`src/rtl/seven_seg_pkg.sv`:
```
// Segment code constants and hex-to-segment mapping shared by the scan driver.
// Codes are active-high, bit0 = segment a .. bit6 = segment g.
package seven_seg_pkg;

    localparam logic [6:0] SEG_0 = 7'h3F;
    localparam logic [6:0] SEG_1 = 7'h06;
    localparam logic [6:0] SEG_2 = 7'h5B;
    localparam logic [6:0] SEG_3 = 7'h4F;
    localparam logic [6:0] SEG_4 = 7'h66;
    localparam logic [6:0] SEG_5 = 7'h6D;
    localparam logic [6:0] SEG_6 = 7'h7D;
    localparam logic [6:0] SEG_7 = 7'h07;
    localparam logic [6:0] SEG_8 = 7'h7F;
    localparam logic [6:0] SEG_9 = 7'h6F;
    localparam logic [6:0] SEG_A = 7'h77;
    localparam logic [6:0] SEG_B = 7'h7C;
    localparam logic [6:0] SEG_C = 7'h58;
    localparam logic [6:0] SEG_D = 7'h5E;
    localparam logic [6:0] SEG_E = 7'h79;
    localparam logic [6:0] SEG_F = 7'h71;

    function automatic logic [6:0] hex_to_seg(input logic [3:0] nibble);
        logic [6:0] code;
        case (nibble)
            4'h0:    code = SEG_0;
            4'h1:    code = SEG_1;
            4'h2:    code = SEG_2;
            4'h3:    code = SEG_3;
            4'h4:    code = SEG_4;
            4'h5:    code = SEG_5;
            4'h6:    code = SEG_6;
            4'h7:    code = SEG_7;
            4'h8:    code = SEG_8;
            4'h9:    code = SEG_9;
            4'hA:    code = SEG_A;
            4'hB:    code = SEG_B;
            4'hC:    code = SEG_C;
            4'hD:    code = SEG_D;
            4'hE:    code = SEG_E;
            default: code = SEG_F;
        endcase
        return code;
    endfunction

endpackage

```
`src/rtl/seven_seg_scan_if.sv`:
```
// Display-side bundle: value/attribute inputs from register logic, pin-level outputs back.
// master = register/display logic, slave = scan driver.
interface seven_seg_scan_if #(
    parameter int N_DIGITS = 4,
    parameter int BRIGHT_W = 3
);
    logic [4*N_DIGITS-1:0] d;
    logic [N_DIGITS-1:0]   dp;
    logic [N_DIGITS-1:0]   blank;
    logic                  lzs;
    logic [BRIGHT_W-1:0]   bright;
    logic [N_DIGITS-1:0]   dig_sel;
    logic [6:0]            seg;
    logic                  dp_out;
    logic                  frame_start;

    modport master (
        output d, dp, blank, lzs, bright,
        input  dig_sel, seg, dp_out, frame_start
    );

    modport slave (
        input  d, dp, blank, lzs, bright,
        output dig_sel, seg, dp_out, frame_start
    );
endinterface

```
`src/rtl/seven_seg_decode.sv`:
```
// Combinational nibble to active-high 7-segment code.
// Zero latency, no flow control.
module seven_seg_decode
    import seven_seg_pkg::*;
(
    input  logic [3:0] i_nibble,
    output logic [6:0] o_seg
);
    assign o_seg = hex_to_seg(i_nibble);
endmodule

```
`src/rtl/seven_seg_scan.sv`:
```
// Time-multiplexed seven-segment scanner with frame-coherent capture, blanking, LZS, PWM and guard.
// Outputs registered one cycle after the prescaler/digit index; no backpressure, free-running scan.
module seven_seg_scan
    import seven_seg_pkg::*;
#(
    parameter int N_DIGITS     = 4,
    parameter int DIV_LOG2     = 10,
    parameter int BRIGHT_W     = 3,
    parameter int GUARD        = 2,
    parameter bit SEG_ACT_HIGH = 1'b1,
    parameter bit DIG_ACT_HIGH = 1'b1
) (
    input  logic            clk,
    input  logic            rst_n,
    seven_seg_scan_if.slave bus
);
    localparam int                  IDX_W   = $clog2(N_DIGITS);
    localparam logic [IDX_W-1:0]    LAST    = IDX_W'(N_DIGITS - 1);
    localparam logic [N_DIGITS-1:0] DIG_OFF = DIG_ACT_HIGH ? '0 : '1;
    localparam logic [6:0]          SEG_OFF = SEG_ACT_HIGH ? 7'h00 : 7'h7F;
    localparam logic                DP_OFF  = !SEG_ACT_HIGH;

    logic [DIV_LOG2-1:0]   r_cnt;
    logic [IDX_W-1:0]      r_idx;
    logic [4*N_DIGITS-1:0] r_d;
    logic [N_DIGITS-1:0]   r_dp;
    logic [N_DIGITS-1:0]   r_blank;
    logic                  r_lzs;
    logic [BRIGHT_W-1:0]   r_bright;
    logic [N_DIGITS-1:0]   r_dig_sel;
    logic [6:0]            r_seg;
    logic                  r_dp_out;
    logic                  r_frame_start;

    logic                  w_tick;
    logic                  w_frame_end;
    logic [N_DIGITS-1:0]   w_supp;
    logic [3:0]            w_nibble;
    logic [6:0]            w_code;
    logic [BRIGHT_W-1:0]   w_phase;
    logic                  w_pwm;
    logic                  w_guard;
    logic                  w_on;
    logic                  w_lit;
    logic [N_DIGITS-1:0]   w_dig;
    logic [6:0]            w_seg;
    logic                  w_dp;

    assign w_tick      = &r_cnt;
    assign w_frame_end = w_tick && (r_idx == LAST);

    // Shadows only move at the frame boundary so a frame never mixes old and new values.
    always_ff @(posedge clk or negedge rst_n) begin
        if (!rst_n) begin
            r_cnt         <= '0;
            r_idx         <= '0;
            r_d           <= '0;
            r_dp          <= '0;
            r_blank       <= '0;
            r_lzs         <= 1'b0;
            r_bright      <= '0;
            r_frame_start <= 1'b0;
        end else begin
            r_cnt         <= r_cnt + DIV_LOG2'(1);
            r_frame_start <= w_frame_end;
            if (w_tick) begin
                r_idx <= w_frame_end ? '0 : r_idx + IDX_W'(1);
            end
            if (w_frame_end) begin
                r_d      <= bus.d;
                r_dp     <= bus.dp;
                r_blank  <= bus.blank;
                r_lzs    <= bus.lzs;
                r_bright <= bus.bright;
            end
        end
    end

    // A digit is suppressed when it and every more-significant nibble are zero.
    always_comb begin
        w_supp = '0;
        w_supp[N_DIGITS-1] = r_lzs && (r_d[4*(N_DIGITS-1) +: 4] == 4'h0);
        for (int k = N_DIGITS - 2; k >= 1; k--) begin
            w_supp[k] = w_supp[k+1] && (r_d[4*k +: 4] == 4'h0);
        end
        w_supp[0] = 1'b0;
    end

    assign w_nibble = r_d[4*r_idx +: 4];

    seven_seg_decode u_decode (
        .i_nibble (w_nibble),
        .o_seg    (w_code)
    );

    assign w_phase = r_cnt[DIV_LOG2-1 -: BRIGHT_W];
    assign w_pwm   = (&r_bright) || (w_phase < r_bright);
    assign w_guard = r_cnt < DIV_LOG2'(GUARD);
    assign w_on    = !w_guard && w_pwm;
    assign w_lit   = w_on && !r_blank[r_idx];
    assign w_dig   = w_on ? (N_DIGITS'(1) << r_idx) : '0;
    assign w_seg   = (w_lit && !w_supp[r_idx]) ? w_code : 7'h00;
    assign w_dp    = w_lit && r_dp[r_idx];

    // XOR with the inactive level applies polarity and keeps dark cycles at the non-lit level.
    always_ff @(posedge clk or negedge rst_n) begin
        if (!rst_n) begin
            r_dig_sel <= DIG_OFF;
            r_seg     <= SEG_OFF;
            r_dp_out  <= DP_OFF;
        end else begin
            r_dig_sel <= w_dig ^ DIG_OFF;
            r_seg     <= w_seg ^ SEG_OFF;
            r_dp_out  <= w_dp ^ DP_OFF;
        end
    end

    assign bus.dig_sel     = r_dig_sel;
    assign bus.seg         = r_seg;
    assign bus.dp_out      = r_dp_out;
    assign bus.frame_start = r_frame_start;

endmodule
```
`src/flat_wrapper.sv`:
```
// flat-port wrapper written by rule: the top's interface ports become plain ports
module seven_seg_scan_flat import seven_seg_pkg::*;
#(
    parameter int N_DIGITS     = 4,
    parameter int DIV_LOG2     = 10,
    parameter int BRIGHT_W     = 3,
    parameter int GUARD        = 2,
    parameter bit SEG_ACT_HIGH = 1'b1,
    parameter bit DIG_ACT_HIGH = 1'b1
)
  (clk, rst_n, bus_d, bus_dp, bus_blank, bus_lzs, bus_bright, bus_dig_sel, bus_seg, bus_dp_out, bus_frame_start);
  seven_seg_scan_if #(.N_DIGITS(N_DIGITS), .BRIGHT_W(BRIGHT_W)) bus_i ();
  input  logic clk;
  input  logic rst_n;
  input wire logic [$bits(bus_i.d)-1:0] bus_d;
  input wire logic [$bits(bus_i.dp)-1:0] bus_dp;
  input wire logic [$bits(bus_i.blank)-1:0] bus_blank;
  input wire logic [$bits(bus_i.lzs)-1:0] bus_lzs;
  input wire logic [$bits(bus_i.bright)-1:0] bus_bright;
  output wire logic [$bits(bus_i.dig_sel)-1:0] bus_dig_sel;
  output wire logic [$bits(bus_i.seg)-1:0] bus_seg;
  output wire logic [$bits(bus_i.dp_out)-1:0] bus_dp_out;
  output wire logic [$bits(bus_i.frame_start)-1:0] bus_frame_start;
  assign bus_i.d = bus_d;
  assign bus_i.dp = bus_dp;
  assign bus_i.blank = bus_blank;
  assign bus_i.lzs = bus_lzs;
  assign bus_i.bright = bus_bright;
  assign bus_dig_sel = bus_i.dig_sel;
  assign bus_seg = bus_i.seg;
  assign bus_dp_out = bus_i.dp_out;
  assign bus_frame_start = bus_i.frame_start;
  seven_seg_scan #(.N_DIGITS(N_DIGITS), .DIV_LOG2(DIV_LOG2), .BRIGHT_W(BRIGHT_W), .GUARD(GUARD), .SEG_ACT_HIGH(SEG_ACT_HIGH), .DIG_ACT_HIGH(DIG_ACT_HIGH)) u_core (.clk(clk), .rst_n(rst_n), .bus(bus_i));
endmodule
```
`config.mk`:
```
export PLATFORM = sky130hd
export DESIGN_NAME = seven_seg_scan_flat
export DESIGN_NICKNAME = d
export VERILOG_FILES = /design/src/rtl/seven_seg_pkg.sv /design/src/rtl/seven_seg_scan_if.sv /design/src/rtl/seven_seg_decode.sv /design/src/rtl/seven_seg_scan.sv /design/src/flat_wrapper.sv
export SDC_FILE = /design/constraint.sdc
export NUM_CORES = 1
export LEC_CHECK = 0
export BUFFER_PORTS_ARGS = -buffer_cell sky130_fd_sc_hd__buf_2
export CORE_UTILIZATION = 60
export CTS_BUF_LIST = sky130_fd_sc_hd__clkbuf_16
export DETAILED_ROUTE_END_ITERATION = 12
export PLACE_DENSITY = 0.84
export SLEW_MARGIN = 20
export SYNTH_ARGS = -nofsm -noshare
export SYNTH_HDL_FRONTEND = slang
export SYNTH_HIERARCHICAL = 1
export SYNTH_SLANG_ARGS = --single-unit
```
`constraint.sdc`:
```
create_clock -name clk -period 8.5 [get_ports clk]
set_clock_uncertainty 0.2 [all_clocks]
set_input_delay 2.55 -clock clk [delete_from_list [all_inputs] [get_ports clk]]
set_output_delay 2.55 -clock clk [all_outputs]
set_load 0.005 [all_outputs]
```
Yosys cells after proc, flatten, opt, wreduce, memory -nomap -nowiden

Memory sizes are Yosys's and may differ from the RTL's.
Index checks and enable logic that the tools add are counted.

Register bits: 53
Memory bits (read-only): 112
Input bits: 30
Output and inout bits: 13
Logic and storage cells: 46
Memories kept: 1

Memory list:

| name             | words | bits a word | rd ports | clocked after Yosys merged registers in | write ports | line                | source |
|---|---|---|---|---|---|---|---|
| (name not given) | 16    | 7           | 1        | 0                                       | 0           | seven_seg_pkg.sv:24 | `case (nibble)` |

Add/subtract/negate cells: 2
Order comparisons: 3
Equality and inequality tests: 1
Shift-type cells: 2
Multiplexer cells: 9
Reductions and logical operators: 17

Operators by type and width:

| kind                                                                  | number |
|---|---|
| 16-bit by 5-bit variable part select with 4-bit output                | 1 |
| 4-bit zero test                                                       | 3 |
| 10-bit by 1-bit adder with 10-bit output, second input constant       | 1 |
| 10-bit by 2-bit < comparator with 1-bit output, second input constant | 1 |
| 10-bit AND reduction                                                  | 1 |
| 1-bit logical AND                                                     | 8 |
| 7-bit two-way mux                                                     | 1 |
| 1-bit binary-select mux with 2-bit select                             | 3 |
| 4-bit two-way mux                                                     | 1 |
| 1-bit by 2-bit << shifter with 4-bit output, first input constant     | 1 |
| 1-bit zero test                                                       | 3 |
| 2-bit by 3-bit < comparator with 1-bit output, second input constant  | 1 |
| 3-bit < comparator                                                    | 1 |
| 1-bit two-way mux                                                     | 3 |
| 3-bit AND reduction                                                   | 1 |
| 2-bit by 1-bit adder with 2-bit output, second input constant         | 1 |
| 2-bit equality test, second input constant                            | 1 |
| 2-bit two-way mux                                                     | 1 |
| 1-bit logical OR                                                      | 1 |

Depth between registers and ports, before layout

Gate-level depths: netlist of the first run.

Depth in word-level cells: 9
Depth in mapped cells: 7
Depth with buffers taken out: 6

Cells and area by module

The synthesis of the first run kept the hierarchy.

By module, submodules not included:

| module           | times used | cells each | area an instance (µm²) | seq. area each (µm²) |
|---|---|---|---|---|
| seven_seg_scan   | 1          | 159        | 2290.9                 | 1326.3 |
| seven_seg_decode | 1          | 32         | 269.0                  | 0.0 |

Worst setup path before layout of the first run

Ideal clock, no wire load.

Kind: input port to flip-flop
Start point: input port bus_blank[0]
End point: register u_core.r_blank[0]
Setup time: 0.125 ns
Arrival time: 2.787 ns
Data required time: 8.175 ns
Path slack: 5.388 ns
Cell stages on the path: 1
Path buffers: 0
Path through: mux2_2

RTL lines:

| element              | line                 | source |
|---|---|---|
| start, declared      | flat_wrapper.sv:17   | `input wire logic [$bits(bus_i.blank)-1:0] bus_blank;` |
| end signal, assigned | seven_seg_scan.sv:72 | `r_blank <= bus.blank;` |
| end, declared        | seven_seg_scan.sv:27 | `logic [N_DIGITS-1:0] r_blank;` |

No word-level cell between the ends.

Worst setup path after layout of the first run

Start point: register u_core.r_dp_out, in the netlist u_core/bus.dp_out
End point: output port bus_dp_out

RTL lines:

| element                | line                  | source |
|---|---|---|
| start, declared        | seven_seg_scan.sv:32  | `logic r_dp_out;` |
| start signal, assigned | seven_seg_scan.sv:114 | `r_dp_out <= w_dp ^ DP_OFF;` |
| end, declared          | flat_wrapper.sv:22    | `output wire logic [$bits(bus_i.dp_out)-1:0] bus_dp_out;` |

No word-level cell between the ends.

==> results of run 1 <==
[worst min path at each step]
stage	end	cells past startpoint
global placement	u_core/r_cnt[5]	1
detailed placement	u_core/r_blank[3]	1
floorplan	u_core/r_cnt[5]	1
finish	u_core/r_blank[3]	1
global route	u_core/r_blank[0]	1
CTS	u_core/r_cnt[5]	1
[power by group]
group / switching, W / internal [W]
registers: 0 / 0.000252
clock network: 0.0000842 / 0.000106
logic: 0.00000606 / 0.00000479
[cells in the mapped netlist]
master and instances:
and3_1 1, clkbuf_1 1, mux4_2 8, nand2_1 6
buf_6 2, o32a_1 1, and4_4 1, a211o_1 2
or3_1 1, inv_1 11, xnor2_1 6, o21ai_0 2
and2b_1 1, buf_2 1, o31ai_1 1, or4_1 1
nor3_4 1, mux2_2 30, dfrtp_1 53, a31o_2 1
ha_1 14, a21oi_1 4, nor3b_1 7, nand3_1 6
o21bai_1 1, o22a_1 1, nand2b_1 3, xor2_1 2
buf_1 1, nand3_2 1, and2_1 5, nor2b_1 5
nor4_1 4, nor2_1 3, inv_2 1, nand4_1 2
[stage by stage]
step	hold WS [ns]	utilization [%]	total power [W]	cells	setup slack, ns
after floorplan	0.259	-	0.000257	191	5.39
after global placement	0.282	69.1	0.000268	279	4.74
after detailed placement	0.291	69.2	0.000268	279	5.24
after CTS	0.300	72.6	0.000458	286	4.95
after global routing	0.328	72.6	0.000470	286	4.94
final	0.302	72.6	0.000454	286	4.96
[sequential cells by signal, indices dropped and copies added, names as in the netlist]
register and flops:
u_core/r_d 16, u_core/r_cnt 10, u_core/bus.seg 7, u_core/bus.dig_sel 4, u_core/r_blank 4, u_core/r_dp 4
u_core/r_bright 3, u_core/r_idx 2, u_core/bus.dp_out 1, u_core/bus.frame_start 1, u_core/r_lzs 1
[layer usage]
metal,vias up,global-route usage [%],share of wire (%)
met2,45,37.3,46
li1,768,-,-
met4,0,9.04,1.9
met5,-,0,0
met3,9,7.94,5.4
met1,783,31.0,46
[layout make-up]
class	count	area, µm²	share of cell area, %
clock inverter	2	11.3	0.382
tap	50	62.6	2.12
inverter	12	45.0	1.53
sequential	53	1330	45.0
multi-input combinational	121	1150	39.2
clock buffer	5	125	4.25
timing repair buffer	43	220	7.48
[cell families (layout without fill, tap and decap cells)]
| kind of cell | after synthesis | count (layout) |
|---|---|---|
| buffers and inverters | 17 | 62 |
| AO/OA/AOI/OAI | 13 | 13 |
| adder cells (fa/ha/maj) | 14 | 14 |
| flip-flops | 53 | 53 |
| multiplexers | 38 | 38 |
| XOR/XNOR | 8 | 8 |
| AND/OR/NAND/NOR | 48 | 48 |
==> metrics.txt, run 1 <==
status finished, final reports clean; Peak VDD IR 0.144 mV; Worst-Margin Slew 0.625 ns; Hold Buf Count CTS 0; Reg2Reg Capture Point u_core/bus.seg[3]; total CTS buffers 5; Die ar. 0.00453 mm²; period utilisation layout 41.6%; Port Buffer Count 42; r2r setup slk between 5 and 6 ns; number of max-cap violations 0; drt first pass iters 4; Post-CTS Resized 0; mux contribution to synthesized area 20.2%; core area 0.00406 mm²; RSZ-0062 raised after global routing no; first-pass GRT wire length 7640 µm; post-route cell area 0.00294 mm²; worst setup path class reg2out; adder-cell area share of the yosys netlist between 6 and 7%; Leak 1.46 nW; Tightest Hold Check Type reg2reg; commonest cells after routing, fill and taps aside dfrtp_1 (53), buf_2 (41), mux2_2 (30); post-synthesis sequential area ratio 51.8%; CP endpoint bus_dp_out; CP arrival 0.79 ns; gr usage total between 20% and 30%; Initial DRC Count 83; mapped cell area 0.00256 mm²; Final ANT Viol Nets 0; Register-to-Register Path Depth 5; RR Startpoint u_core/r_idx[0]; n_diodes 0; HPWL Detailed 3110 µm; final-report setup violation count 0; drt wl/cell 15.2 µm; Compound-Gate Fraction of Synth Area 3.52%; Post-Synth XOR/XNOR Area 2.74%; DRC viols 0; Final Wtd Congestion about 0.85; Post-CTS Setup Inserts 0; layout cell share with drive strength beyond 1 39.0%; f_max 283 MHz; die height approximately 67 µm; largest family of logic cells by synthesized area multiplexers; CTS tree done; Final Hold Viols 0; setup TNS 0 ns; Hold Startpoint u_core/r_blank[3]; Post-Synthesis Cells 191; vias in the first global route 1,633; fin nets 280; largest delay contributor family on the critical path flip-flops; pwr dens 154 mW/mm²; vias per cell 5.61; grt total ovfl 0; critical path depth 1; final slew viol count 0; Worst path max stage delay between 0.3 and 0.4 ns; Post-Syn Nets 235; commonest non-fill, non-tap cell in the layout dfrtp_1; Crit path required time 5.75 ns; WL final approximately 4400 µm; clk_lat worst skew 0.29 ns; Area contributors post-synth dfrtp_1 (52%), mux2_2 (13%), mux4_2 (7.0%); crit path from u_core/bus.dp_out; placed instance area 0.00281 mm²; clk sinks 53; CTS max path bufs 2; cell chain of the critical path buf_2; Clk pin slew, worst setup/hold paths 0.06 ns; CP bufs+invs 1; Synth area leader dfrtp_1; register bit total from synthesis 53; Tmin final between 3 and 4 ns; syn_area_per_cell 13.4 µm²; Layout area overhead 15.0%; H-tree depth 2; pin count of the biggest net entering global routing 54; critical path startpoint category flip-flop; die width 67.3 µm; number of antenna violations at the first check in global routing 0; FP Rows 23; io pins 43; via count 1,605; initial core utilization 63.1%; CP max FO 1; FILL cells 281; synth unique cells 36; Synth warnings 6; top cell type's share of synthesized area 51.8%; CTS root buf clkbuf_16; Worst Setup End Kind output pin; slowest stage cell, crit path dfrtp_1; Post-Synth Simple-Gate Area 11.7%; Worst slew margin between 50% and 60%
Power figures use the tool's default switching activity.
==> run 2, diff against run 1 <==
--- a/config.mk
+++ b/config.mk
@@ -6,10 +6,10 @@
 export NUM_CORES = 1
 export LEC_CHECK = 0
 export BUFFER_PORTS_ARGS = -buffer_cell sky130_fd_sc_hd__buf_2
-export CORE_UTILIZATION = 60
+export CORE_UTILIZATION = 50
 export CTS_BUF_LIST = sky130_fd_sc_hd__clkbuf_16
 export DETAILED_ROUTE_END_ITERATION = 12
-export PLACE_DENSITY = 0.84
+export PLACE_DENSITY = 0.75
 export SLEW_MARGIN = 20
 export SYNTH_ARGS = -nofsm -noshare
 export SYNTH_HDL_FRONTEND = slang
==> constraint.sdc (replaced) <==
create_clock -name clk -period 3 [get_ports clk]
set_clock_uncertainty 0.2 [all_clocks]
set_input_delay 0.9 -clock clk [delete_from_list [all_inputs] [get_ports clk]]
set_output_delay 0.9 -clock clk [all_outputs]
set_load 0.005 [all_outputs]
==> run 2 against run 1 <==
Die area is 19% higher. Sequential power grew to 2.8 times the previous value. Global-route usage fell by 4.6 points. Routed wire length grew 4.9%. Core utilization is 9.6 points lower. Via count increased by 0.50%. Sequential cell count did not move. Critical endpoint is now u_core/bus.seg[3]. Setup slack worse by 4.4 ns. Largest power group unchanged. Sequential share of layout area is 1.3 points lower. Clock power rose to 3.2 times the previous value.
==> metrics.txt, run 2 (synthesis results as in run 1) <==
status finished, final reports clean; core area 0.00482 mm² (+19%); fin nets 283 (+1.1%); Post-CTS Setup Inserts 0 (unchanged); number of max-cap violations 0 (unchanged); pin count of the biggest net entering global routing 30 (-44%); FP Rows 25 (+8.7%); number of antenna violations at the first check in global routing 0 (unchanged); placed instance area 0.00287 mm² (+2.4%); Leak 1.50 nW (+2.6%); pwr dens 450 mW/mm² (+190%); CTS root buf clkbuf_16; Clk pin slew, worst setup/hold paths 0.06 ns (about the same); die width 73.6 µm (+9.3%); total power 0.00137 W (+200%); commonest non-fill, non-tap cell in the layout dfrtp_1; Most flops, register u_core/r_d; total CTS buffers 5 (unchanged); Worst slew margin 61.1% (+2.7 points); Crit path required time 2.95 ns (-2.80 ns); initial core utilization 53.1% (-9.9 points); period utilisation layout 79.7%; max reg flops 16 (unchanged); CP arrival 2.34 ns (+1.55 ns); Peak VDD IR 0.265 mV (+84%); r2r setup slk 0.61 ns (-5.13 ns); die height 73.6 µm (+9.3%); first-pass GRT wire length 7690 µm (+0.63%); H-tree depth 2 (unchanged); Die ar. 0.00541 mm² (+19%); Final Wtd Congestion 0.832 (-1.6%); clk sinks 53 (unchanged); CTS tree done; post-route cell area 0.00303 mm² (+3.1%); Tmin final 2.39 ns; Worst Setup End Kind flip-flop; Port Buffer Count 42 (unchanged); vias per cell 5.27 (-6.1%); worst setup path class reg2reg; Final ANT Viol Nets 0 (unchanged); CTS max path bufs 2 (unchanged); Layout area overhead 18.5%; clk_lat worst skew 0.28 ns (about the same); WL final 4570 µm (+4.9%); commonest cells after routing, fill and taps aside dfrtp_1 (53), buf_2 (42), mux2_2 (30); DRC viols 0 (unchanged); Initial DRC Count 75 (-9.6%); Hold Buf Count CTS 0 (unchanged); RSZ-0062 raised after global routing no; Final Hold Viols 0 (unchanged); vias in the first global route 1,583 (-3.1%); io pins 43 (unchanged); HPWL Detailed 3400 µm (+9.4%); drt first pass iters 4 (unchanged); gr usage total 19.3% (-4.6 points); n_diodes 0 (unchanged); final slew viol count 0 (unchanged); setup TNS 0 ns (unchanged); Worst-Margin Slew 0.584 ns (-0.0403 ns); CP max FO 7 (+6); drt wl/cell 14.9 µm (-2.0%); critical path startpoint category flip-flop; layout cell share with drive strength beyond 1 40.2% (+1.2 points); Post-CTS Resized 0 (unchanged); final-report setup violation count 0 (unchanged); via count 1,613 (+0.50%); f_max between 400 and 500 MHz; grt total ovfl 0 (unchanged); Tightest Hold Check Type reg2reg
## run 2: cell types whose count changed in the layout (fill, tap and decap cells not counted)
cell,change
buf_12,+2
buf_2,+1
bufinv_16,+1
clkinv_1,-1
clkinv_2,+1
clkinvlp_4,-1
## run 2: power by group
group | total (W) | internal, W | switching [W]
Sequential | 0.000715 | 0.000715 | 0
Clock | 0.000617 | 0.000387 | 0.000230
Combinational | 0.0000344 | 0.0000158 | 0.0000185
## run 2: layer usage
layer / share of wire (%) / GRT usage [%]
met5: 0 / 0
met4: 1.3 / 6.20
met3: 3.7 / 4.39
met2: 49 / 31.7
met1: 46 / 25.5
## run 2: cell type report
class	instances	area, µm²
Clock inverter	2	35.0
Inverter	12	45.0
Clock buffer	5	125
Tap cell	67	83.8
Sequential cell	53	1330
Timing Repair Buffer	46	265
Fill cell	398	1780
Multi-Input combinational cell	121	1150
## run 2: worst paths after layout
check / startpoint / endpoint / cells after the start
worst max-delay path: u_core/r_idx[0] / u_core/bus.seg[3] / 5
worst min register to register: u_core/r_cnt[5] / u_core/r_cnt[5] / 1
worst min-delay path: u_core/r_cnt[5] / u_core/r_cnt[5] / 1
worst max register to register: u_core/r_idx[0] / u_core/bus.seg[3] / 5
min in group asynchronous: rst_n / u_core/r_cnt[3] / 1
max in group asynchronous: rst_n / u_core/r_dp[1] / 2
## run 2: stage by stage
step                      util (%)  cells  worst slack, ns  hold WS (ns)
after detailed placement      59.7    299            0.628         0.293
after global placement        59.7    299            0.680         0.289
after global routing          63.0    306            0.509         0.316
after CTS                     63.0    306            0.605         0.306
final                         63.0    306            0.608         0.302
after floorplan                  -    191            0.306         0.259
## run 2: critical path: stages (launching register included)
cell and delay (ns):
dfrtp_1 0.41, mux4_2 0.61, inv_1 0.16, ha_1 0.27
mux4_2 0.46, nor3b_1 0.15
==> run 3, diff against run 2 <==
--- a/config.mk
+++ b/config.mk
@@ -6,10 +6,10 @@
 export NUM_CORES = 1
 export LEC_CHECK = 0
 export BUFFER_PORTS_ARGS = -buffer_cell sky130_fd_sc_hd__buf_2
-export CORE_UTILIZATION = 50
+export CORE_UTILIZATION = 56
 export CTS_BUF_LIST = sky130_fd_sc_hd__clkbuf_16
 export DETAILED_ROUTE_END_ITERATION = 12
-export PLACE_DENSITY = 0.75
+export PLACE_DENSITY = 0.79
 export SLEW_MARGIN = 20
 export SYNTH_ARGS = -nofsm -noshare
 export SYNTH_HDL_FRONTEND = slang
==> constraint.sdc (replaced) <==
create_clock -name clk -period 2.4 [get_ports clk]
set_clock_uncertainty 0.2 [all_clocks]
set_input_delay 0.72 -clock clk [delete_from_list [all_inputs] [get_ports clk]]
set_output_delay 0.72 -clock clk [all_outputs]
set_load 0.005 [all_outputs]
==> run 3 against run 2 <==
Final cell count shrank 2.9%. Die area shrank 10%. Clock-buffer cell count is the same. Register-to-register slack lost 0.49 ns. Clock power grew 5.5%. Hold slack gained 0.0027 ns. Critical path depth is the same. Sequential cell count is the same. Cell area shrank 0.41%. Fmax grew 5.0%. Critical endpoint unchanged. Largest cell class unchanged. Highest routed layer unchanged.
==> metrics.txt, run 3 (synthesis results as in run 1) <==
gr usage total 19.8% (+0.49 points); worst slack at placement 0.0689 ns (-0.559 ns); number of max-cap violations 0 (unchanged); CTS tree done; RSZ-0062 raised after global routing no; Final Wtd Congestion 0.857 (+3.0%); worst setup path class reg2reg; final slew viol count 0 (unchanged); CTS max path bufs 2 (unchanged); Hold Buf Count CTS 0 (unchanged); Final Hold Viols 0 (unchanged); Worst-Margin Slew 0.644 ns (+0.0598 ns); period utilisation layout 95.0% (+15 points); DRC viols 0 (unchanged); clk sinks 53 (unchanged); Crit path required time 2.34 ns (-0.61 ns); grt total ovfl 0 (unchanged); r2r setup slk 0.12 ns (-0.49 ns); pin count of the biggest net entering global routing 54 (+80%); placed cells 288 (-3.7%); via count 1,607 (-0.37%); vias per cell 5.41 (+2.6%); drt first pass iters 4 (unchanged); H-tree depth 2 (unchanged); drt wl/cell 14.7 µm (-1.5%); Worst Setup End Kind flip-flop; fin nets 289 (+2.1%); CP max FO 6 (-1); Register-to-Register Path Depth 5 (unchanged); Setup WS post-layout 0.121 ns (-0.487 ns); total CTS buffers 5 (unchanged); Hold Startpoint u_core/r_blank[3]; CTS root buf clkbuf_16; worst hold slack 0.305 ns (+0.00267 ns); Clk pin slew, worst setup/hold paths 0.06 ns (about the same); n_diodes 0 (unchanged); Reg2Reg Capture Point u_core/bus.seg[3]; commonest non-fill, non-tap cell in the layout dfrtp_1; io pins 43 (unchanged); first-pass GRT wire length 7510 µm (-2.3%); FILL cells 302 (-24%); Final ANT Viol Nets 0 (unchanged); RR Startpoint u_core/r_idx[0]; Most flops, register u_core/r_d; HPWL Detailed 3220 µm (-5.4%); FP Rows 24 (-4.0%); Layout area overhead 18.0%; initial core utilization 58.4% (+5.2 points); Die ar. 0.00485 mm² (-10%); hold depth 1 (unchanged); commonest cells after routing, fill and taps aside dfrtp_1 (52), buf_2 (42), mux2_2 (30); Leak 1.52 nW (+1.0%); die height 69.6 µm (-5.4%); placed instance area 0.00287 mm² (about the same); Port Buffer Count 42 (unchanged); Tmin final 2.28 ns (-0.113 ns); pwr dens 524 mW/mm² (+16%); Peak VDD IR 0.340 mV (+28%); f_max 439 MHz (+5.0%); vias in the first global route 1,583 (unchanged); Worst slew margin 57.1% (-4.0 points); max reg flops 16 (unchanged); final-report setup violation count 0 (unchanged); number of antenna violations at the first check in global routing 0 (unchanged); post-route cell area 0.00302 mm² (-0.41%); core area 0.00438 mm² (-9.0%); clk_lat worst skew 0.28 ns (about the same); WL final 4370 µm (-4.4%); Initial DRC Count 81 (+8.0%); Final Non-Filler Cells 297 (-2.9%); Worst Hold Path EP u_core/r_blank[3]; CP arrival 2.21 ns (-0.13 ns); critical path startpoint category flip-flop; die width 69.6 µm (-5.4%); status finished, final reports clean; layout cell share with drive strength beyond 1 41.6% (+1.5 points); setup TNS 0 ns (unchanged); Tightest Hold Check Type reg2reg
run 3: changes by cell type in the layout (fill, tap and decap cells not counted):
cell       change
inv_2          +1
buf_12         -1
dfrtp_1        -1
buf_4          +7
clkinv_2       -1
bufinv_16      -1
clkinv_1       +1
dfrtp_2        +1
run 3: power by group:
part           internal [W]  leakage, nW  switching, W
sequential         0.000893        0.725             0
combinational     0.0000176        0.723     0.0000221
clock              0.000373       0.0685      0.000278
run 3: repair_timing:
item	4_1_cts	5_1_grt
gates resized for setup	0	1
endpoints found under the setup margin	0	2
setup buffers	0	2
run 3: cell type report:
| type | count | area [µm²] | area share (%) |
|---|---|---|---|
| timing repair buffer | 52 | 298 | 9.86 |
| tap | 52 | 65.1 | 2.15 |
| clock buffer | 5 | 125 | 4.14 |
| multi-input combinational | 121 | 1150 | 38.2 |
| clock inverter | 2 | 7.51 | 0.248 |
| sequential | 53 | 1330 | 43.9 |
| inverter | 12 | 45.0 | 1.49 |
run 3: worst max-delay path, stage by stage (launching register included):
cell and delay (ns):
dfrtp_2 0.40, buf_4 0.18, mux4_2 0.58, inv_2 0.13, mux4_2 0.49, nor3b_1 0.15
run 3: worst max-delay path by stage:
stage / from / depth (start not counted) / endpoint
detailed placement: u_core/r_idx[0] / 5 / u_core/bus.seg[3]
global route: u_core/r_idx[0] / 5 / u_core/bus.seg[3]
finish: u_core/r_idx[0] / 5 / u_core/bus.seg[3]
CTS: u_core/r_idx[0] / 5 / u_core/bus.seg[3]
global placement: u_core/r_idx[0] / 5 / u_core/bus.seg[3]
floorplan: u_core/r_idx[0] / 6 / u_core/bus.seg[3]
run 3: per-layer routing:
| metal | GRT usage (%) | share of wire [%] |
|---|---|---|
| met5 | 0 | 0 |
| met4 | 4.67 | 0.41 |
| met3 | 5.23 | 4.1 |
| met2 | 30.0 | 47 |
| met1 | 29.0 | 48 |
run 3: through the flow:
| step | power (W) | util (%) |
|---|---|---|
| floorplan | 0.000911 | - |
| global placement | 0.000950 | 65.5 |
| detailed placement | 0.000951 | 65.5 |
| CTS | 0.00160 | 68.6 |
| global route | 0.00164 | 68.9 |
| finish | 0.00158 | 68.9 |
